File: src/rtl/edge_counter_pkg.sv
// Shared constants and edge-decode helper for the edge counter.
// EDGE_MODE selects which transitions of the event input count.
package edge_counter_pkg;

  localparam int EDGE_RISE = 0;
  localparam int EDGE_FALL = 1;
  localparam int EDGE_BOTH = 2;

  function automatic logic edge_hit(input int mode, input logic cur, input logic prev);
    case (mode)
      EDGE_FALL: return ~cur & prev;
      EDGE_BOTH: return cur ^ prev;
      default:   return cur & ~prev;
    endcase
  endfunction

endpackage

File: src/rtl/edge_counter_edge_detect.sv
// Edge detector: optional two-flop input synchronizer (EDGE_COUNTER_SYNC_EN),
// previous-level register, primed flag and edge decode. hit is combinational.
module edge_detect
  import edge_counter_pkg::*;
#(
  parameter int EDGE_MODE = EDGE_RISE
) (
  input  logic clk,
  input  logic rst,
  input  logic in,
  output logic hit
);

  if (EDGE_MODE < EDGE_RISE || EDGE_MODE > EDGE_BOTH) begin : g_bad_mode
    $error("edge_detect: EDGE_MODE must be 0, 1 or 2");
  end

  logic sampled;
  logic in_prev;
  logic primed;

`ifdef EDGE_COUNTER_SYNC_EN
  logic sync_1;
  logic sync_2;

  always_ff @(posedge clk or posedge rst) begin
    if (rst) begin
      sync_1 <= 1'b0;
      sync_2 <= 1'b0;
    end else begin
      sync_1 <= in;
      sync_2 <= sync_1;
    end
  end

  assign sampled = sync_2;
`else
  assign sampled = in;
`endif

  // primed stays low for the first clock after reset so a level already
  // present at release is not mistaken for a transition from the reset value
  always_ff @(posedge clk or posedge rst) begin
    if (rst) begin
      in_prev <= 1'b0;
      primed  <= 1'b0;
    end else begin
      in_prev <= sampled;
      primed  <= 1'b1;
    end
  end

  assign hit = primed & edge_hit(EDGE_MODE, sampled, in_prev);

endmodule

File: src/rtl/edge_counter.sv
// Modulo-CNT_MAX up/down edge counter with clear, clamped load and limit pulses.
// Define EDGE_COUNTER_SYNC_EN to synchronize the event input (latency 3 instead of 1).
module edge_counter
  import edge_counter_pkg::*;
#(
  parameter int WIDTH     = 5,
  parameter int CNT_MAX   = 24,
  parameter int EDGE_MODE = EDGE_RISE,
  parameter int SATURATE  = 0
) (
  input  logic             clk,
  input  logic             rst,
  input  logic             in,
  input  logic             en,
  input  logic             dir,
  input  logic             clr,
  input  logic             load,
  input  logic [WIDTH-1:0] load_val,
  output logic [WIDTH-1:0] cnt,
  output logic             ovf,
  output logic             udf,
  output logic             edge_pulse
);

  if (CNT_MAX < 2 || CNT_MAX > 2**WIDTH) begin : g_bad_cnt_max
    $error("edge_counter: CNT_MAX must satisfy 2 <= CNT_MAX <= 2**WIDTH");
  end

  // CNT_MAX itself may need WIDTH+1 bits when it equals 2**WIDTH
  localparam logic [WIDTH:0]   MAX_EXT = (WIDTH+1)'(CNT_MAX);
  localparam logic [WIDTH-1:0] TOP     = WIDTH'(CNT_MAX - 1);

  logic hit;

  edge_detect #(
    .EDGE_MODE (EDGE_MODE)
  ) u_edge_detect (
    .clk (clk),
    .rst (rst),
    .in  (in),
    .hit (hit)
  );

  always_ff @(posedge clk or posedge rst) begin
    if (rst) begin
      cnt        <= '0;
      ovf        <= 1'b0;
      udf        <= 1'b0;
      edge_pulse <= 1'b0;
    end else begin
      edge_pulse <= hit;
      ovf        <= 1'b0;
      udf        <= 1'b0;
      if (clr) begin
        cnt <= '0;
      end else if (load) begin
        cnt <= ({1'b0, load_val} >= MAX_EXT) ? TOP : load_val;
      end else if (hit && en) begin
        if (!dir) begin
          if (cnt == TOP) begin
            ovf <= 1'b1;
            if (SATURATE != 0) cnt <= cnt;
            else               cnt <= '0;
          end else begin
            cnt <= cnt + WIDTH'(1);
          end
        end else begin
          if (cnt == '0) begin
            udf <= 1'b1;
            if (SATURATE != 0) cnt <= cnt;
            else               cnt <= TOP;
          end else begin
            cnt <= cnt - WIDTH'(1);
          end
        end
      end
    end
  end

endmodule

File: config.mk
export PLATFORM = sky130hd
export DESIGN_NAME = edge_counter
export DESIGN_NICKNAME = d
export VERILOG_FILES = /design/src/rtl/edge_counter_pkg.sv /design/src/rtl/edge_counter_edge_detect.sv /design/src/rtl/edge_counter.sv
export SDC_FILE = /design/constraint.sdc
export NUM_CORES = 1
export LEC_CHECK = 0
export ABC_AREA = 0
export ABC_CLOCK_PERIOD_IN_PS = 2500
export BUFFER_PORTS_ARGS = -buffer_cell sky130_fd_sc_hd__buf_2
export CORE_AREA = 4 4 45 47
export DETAILED_ROUTE_END_ITERATION = 10
export DIE_AREA = 0 0 49 51
export GPL_ROUTABILITY_DRIVEN = 1
export GPL_TIMING_DRIVEN = 1
export PLACE_DENSITY = 0.62
export SYNTH_ARGS = -nofsm -noshare
export SYNTH_HDL_FRONTEND = slang
export SYNTH_SLANG_ARGS = --single-unit
File: constraint.sdc
create_clock -name clk -period 2.5 [get_ports clk]
set_input_delay 0.375 -clock clk [delete_from_list [all_inputs] [get_ports clk]]
set_output_delay 0.375 -clock clk [all_outputs]
set_load 0.01 [all_outputs]
==> results.ini <==
[logic_synthesis]
synthArstFlopShare_pct=100.0
ys_ff_latch=10
syn-num-nets=78
syn-cell-area_sq_um=611.8
synthDominantCellAreaShare_pct=40.90
synth_area_leader_cell=dfrtp_1
synthTopCellsByArea=dfrtp_1 (41%), ha_1 (4.1%), nor4b_4 (3.9%)
postSynthAreaPerCell_sq_um=9.560
ys.flop_type=dfrtp_1
syn-instance-count=64
synth-edff-count=0
ys_warn_count=0
yosysSeqAreaShare_pct=40.90
netlist-cell-type-count=33

[cells_and_area]
drive_gt1_share_pct=32.56
num_antenna_cells=0
syn2layout_area_growth_pct=24.34
fin_nets=101
final_common_cell=buf_2
finish.utilization_pct=46.06
final_cell_mix=buf_2 (19), dfrtp_1 (10), inv_1 (6), nor2_1 (6)
nFillCells=174
finish.instance_area_sq_um=760.7

[placement]
dpl_cell_area_sq_um=724.4
io_buffers=19
dp_hpwl_microns=1074
routabilityCongestion=0.8087

[sta]
hold_viol_final=0
timing.final.max_slew_violations=0
fmaxAchievable_ghz=0.5722
post-route-period-util_pct=69.91
finClkSkew_ns=0.0003327
finalSetupViolCount=0
finalSetupTns_ns=0
whs_ns=0.07625
rsz0062_at_grt=false
min_period_ns=1.748

[route]
viasPerCell=5.476
antenna_left=0
avgRoutedWirePerCell_microns=13.44
drtIter0Drc=25
vias=564
dr.pass1.iters=4
wirelength_microns=1384
drc=0

[global_route]
overflow=0
grtUsageMet3_pct=2.624
use_met1_pct=14.77
grt_pass1_wl_microns=2352
met2_usage_pct=19.13
grt_max_degree=12
busiest_layer=met2
grt_antenna_before_repair=0
grt_use_total_pct=12.14
grt_pass1_vias=538

[critical_path]
crit_type=flip-flop to flip-flop
critPathArrivalTime_ns=1.94
required_ns=2.69
cp_top_family=simple AND/OR/NAND/NOR gates
crit_path_start_kind=flip-flop
cpPeakStageDelay_ns=0.49
worstPathCellList=inv_1 -> ha_1 -> nor4b_4 -> o21ai_1 -> or4b_1 -> a21oi_1
timing.rr.end=cnt[1]$_DFFE_PP0P_
cp_num_buf_inv=1
critPathSlowestCell=or4b_1
crit_path_end_kind=flip-flop
critPathMaxFanout=7
reg2reg_setup_slack_ns=0.75
worst_r2r_path_depth=6
timing.rr.start=cnt[0]$_DFFE_PP0P_

[clocking]
clk_pin_slew_ns=0.07
cts_root_buf=clkbuf_4
h-tree-depth=1
numCtsBuffers=3
hold_buffers=0
cts_resized=0
clock_latency_ns=0.26
cts_tree=built
cts_sinks=10
post_cts_buffers=0
clk_path_buf_depth=2

[floorplanning]
die_w_microns=49
initial_core_util_pct=37.05
dieArea_sq_um=2499
io_pins=20
fp.dieH_microns=51
coreArea_sq_um=1652
std_cell_rows=15

[power]
irDropWorstVdd_v=0.0003153
powerDensity_nw_per_um2=528.0
finalPower_w=0.0004016
p_leak_nw=0.3631

[run]
cap_violations=0

[outcome]
outcome=finished clean

[min_path]
hold_path.class=input port to async pin

==> worst max path at each step <==
stage,from,end,slack [ns],cells past startpoint
after floorplan,cnt[0]$_DFFE_PP0P_,cnt[1]$_DFFE_PP0P_,0.82,6
after detailed placement,cnt[0]$_DFFE_PP0P_,cnt[1]$_DFFE_PP0P_,0.77,6
after global routing,cnt[0]$_DFFE_PP0P_,cnt[1]$_DFFE_PP0P_,0.65,6
final,cnt[0]$_DFFE_PP0P_,cnt[1]$_DFFE_PP0P_,0.75,6
after global placement,cnt[0]$_DFFE_PP0P_,cnt[1]$_DFFE_PP0P_,0.80,6
after CTS,cnt[0]$_DFFE_PP0P_,cnt[1]$_DFFE_PP0P_,0.75,6
==> registers in the layout, indices dropped and copies added, names as in the netlist <==
signal,cells
cnt,5
u_edge_detect.in_prev,1
edge_pulse,1
ovf,1
udf,1
u_edge_detect.primed,1
==> cells in the mapped netlist (2+ instances only) <==
master and count:
a2111oi_0 2, a21oi_1 3, dfrtp_1 10, ha_1 2, inv_1 6, nand2_1 3
nor2_1 6, nor2b_1 3, nor3_1 2, o21ai_0 3, o22ai_1 2
==> metrics by stage <==
stage | instances | setup WS, ns
2_1_floorplan | 64 | 0.8219
3_3_place_gp | 99 | 0.8013
3_5_place_dp | 99 | 0.7734
4_1_cts | 103 | 0.7487
5_1_grt | 103 | 0.6464
6_report | 103 | 0.7523
==> cell families after synthesis <==
| logic type | share of synthesized area (%) |
|---|---|
| XOR/XNOR | 1.432 |
| AND/OR/NAND/NOR | 25.77 |
| adder cells (fa/ha/maj) | 4.089 |
| AO/OA/AOI/OAI | 21.27 |
| buffers and inverters | 4.294 |
| flip-flops | 40.90 |
| other | 0.6129 |
| multiplexers | 1.636 |
==> report_power, final <==
group	internal [W]	total, W	switching [W]	leakage (nW)
Combinational	0.0000363	0.0000760	0.0000397	0.212
Sequential	0.000170	0.000180	0.0000107	0.130
Clock	0.0000884	0.000145	0.0000570	0.0210
Total	0.000294	0.000402	0.000107	0.363
==> layer usage <==
metal / wire length, microns / vias up / share of wire, %
li1: - / 278 / -
met1: 661 / 268 / 48
met2: 634 / 16 / 46
met3: 68 / 2 / 4.9
met4: 19 / 0 / 1.4
met5: 0 / - / 0
==> area by class of cell <==
type                    instances  area (sq um)  area share, %
multi-input cells              47         335.3          44.08
flip-flops and latches         10         250.2          32.89
repair buffers                 19         95.09          12.50
clock buffers                   4         36.28          4.770
inverters                       6         22.52          2.961
well taps                      17         21.27          2.796
Power figures use the tool's default switching activity.
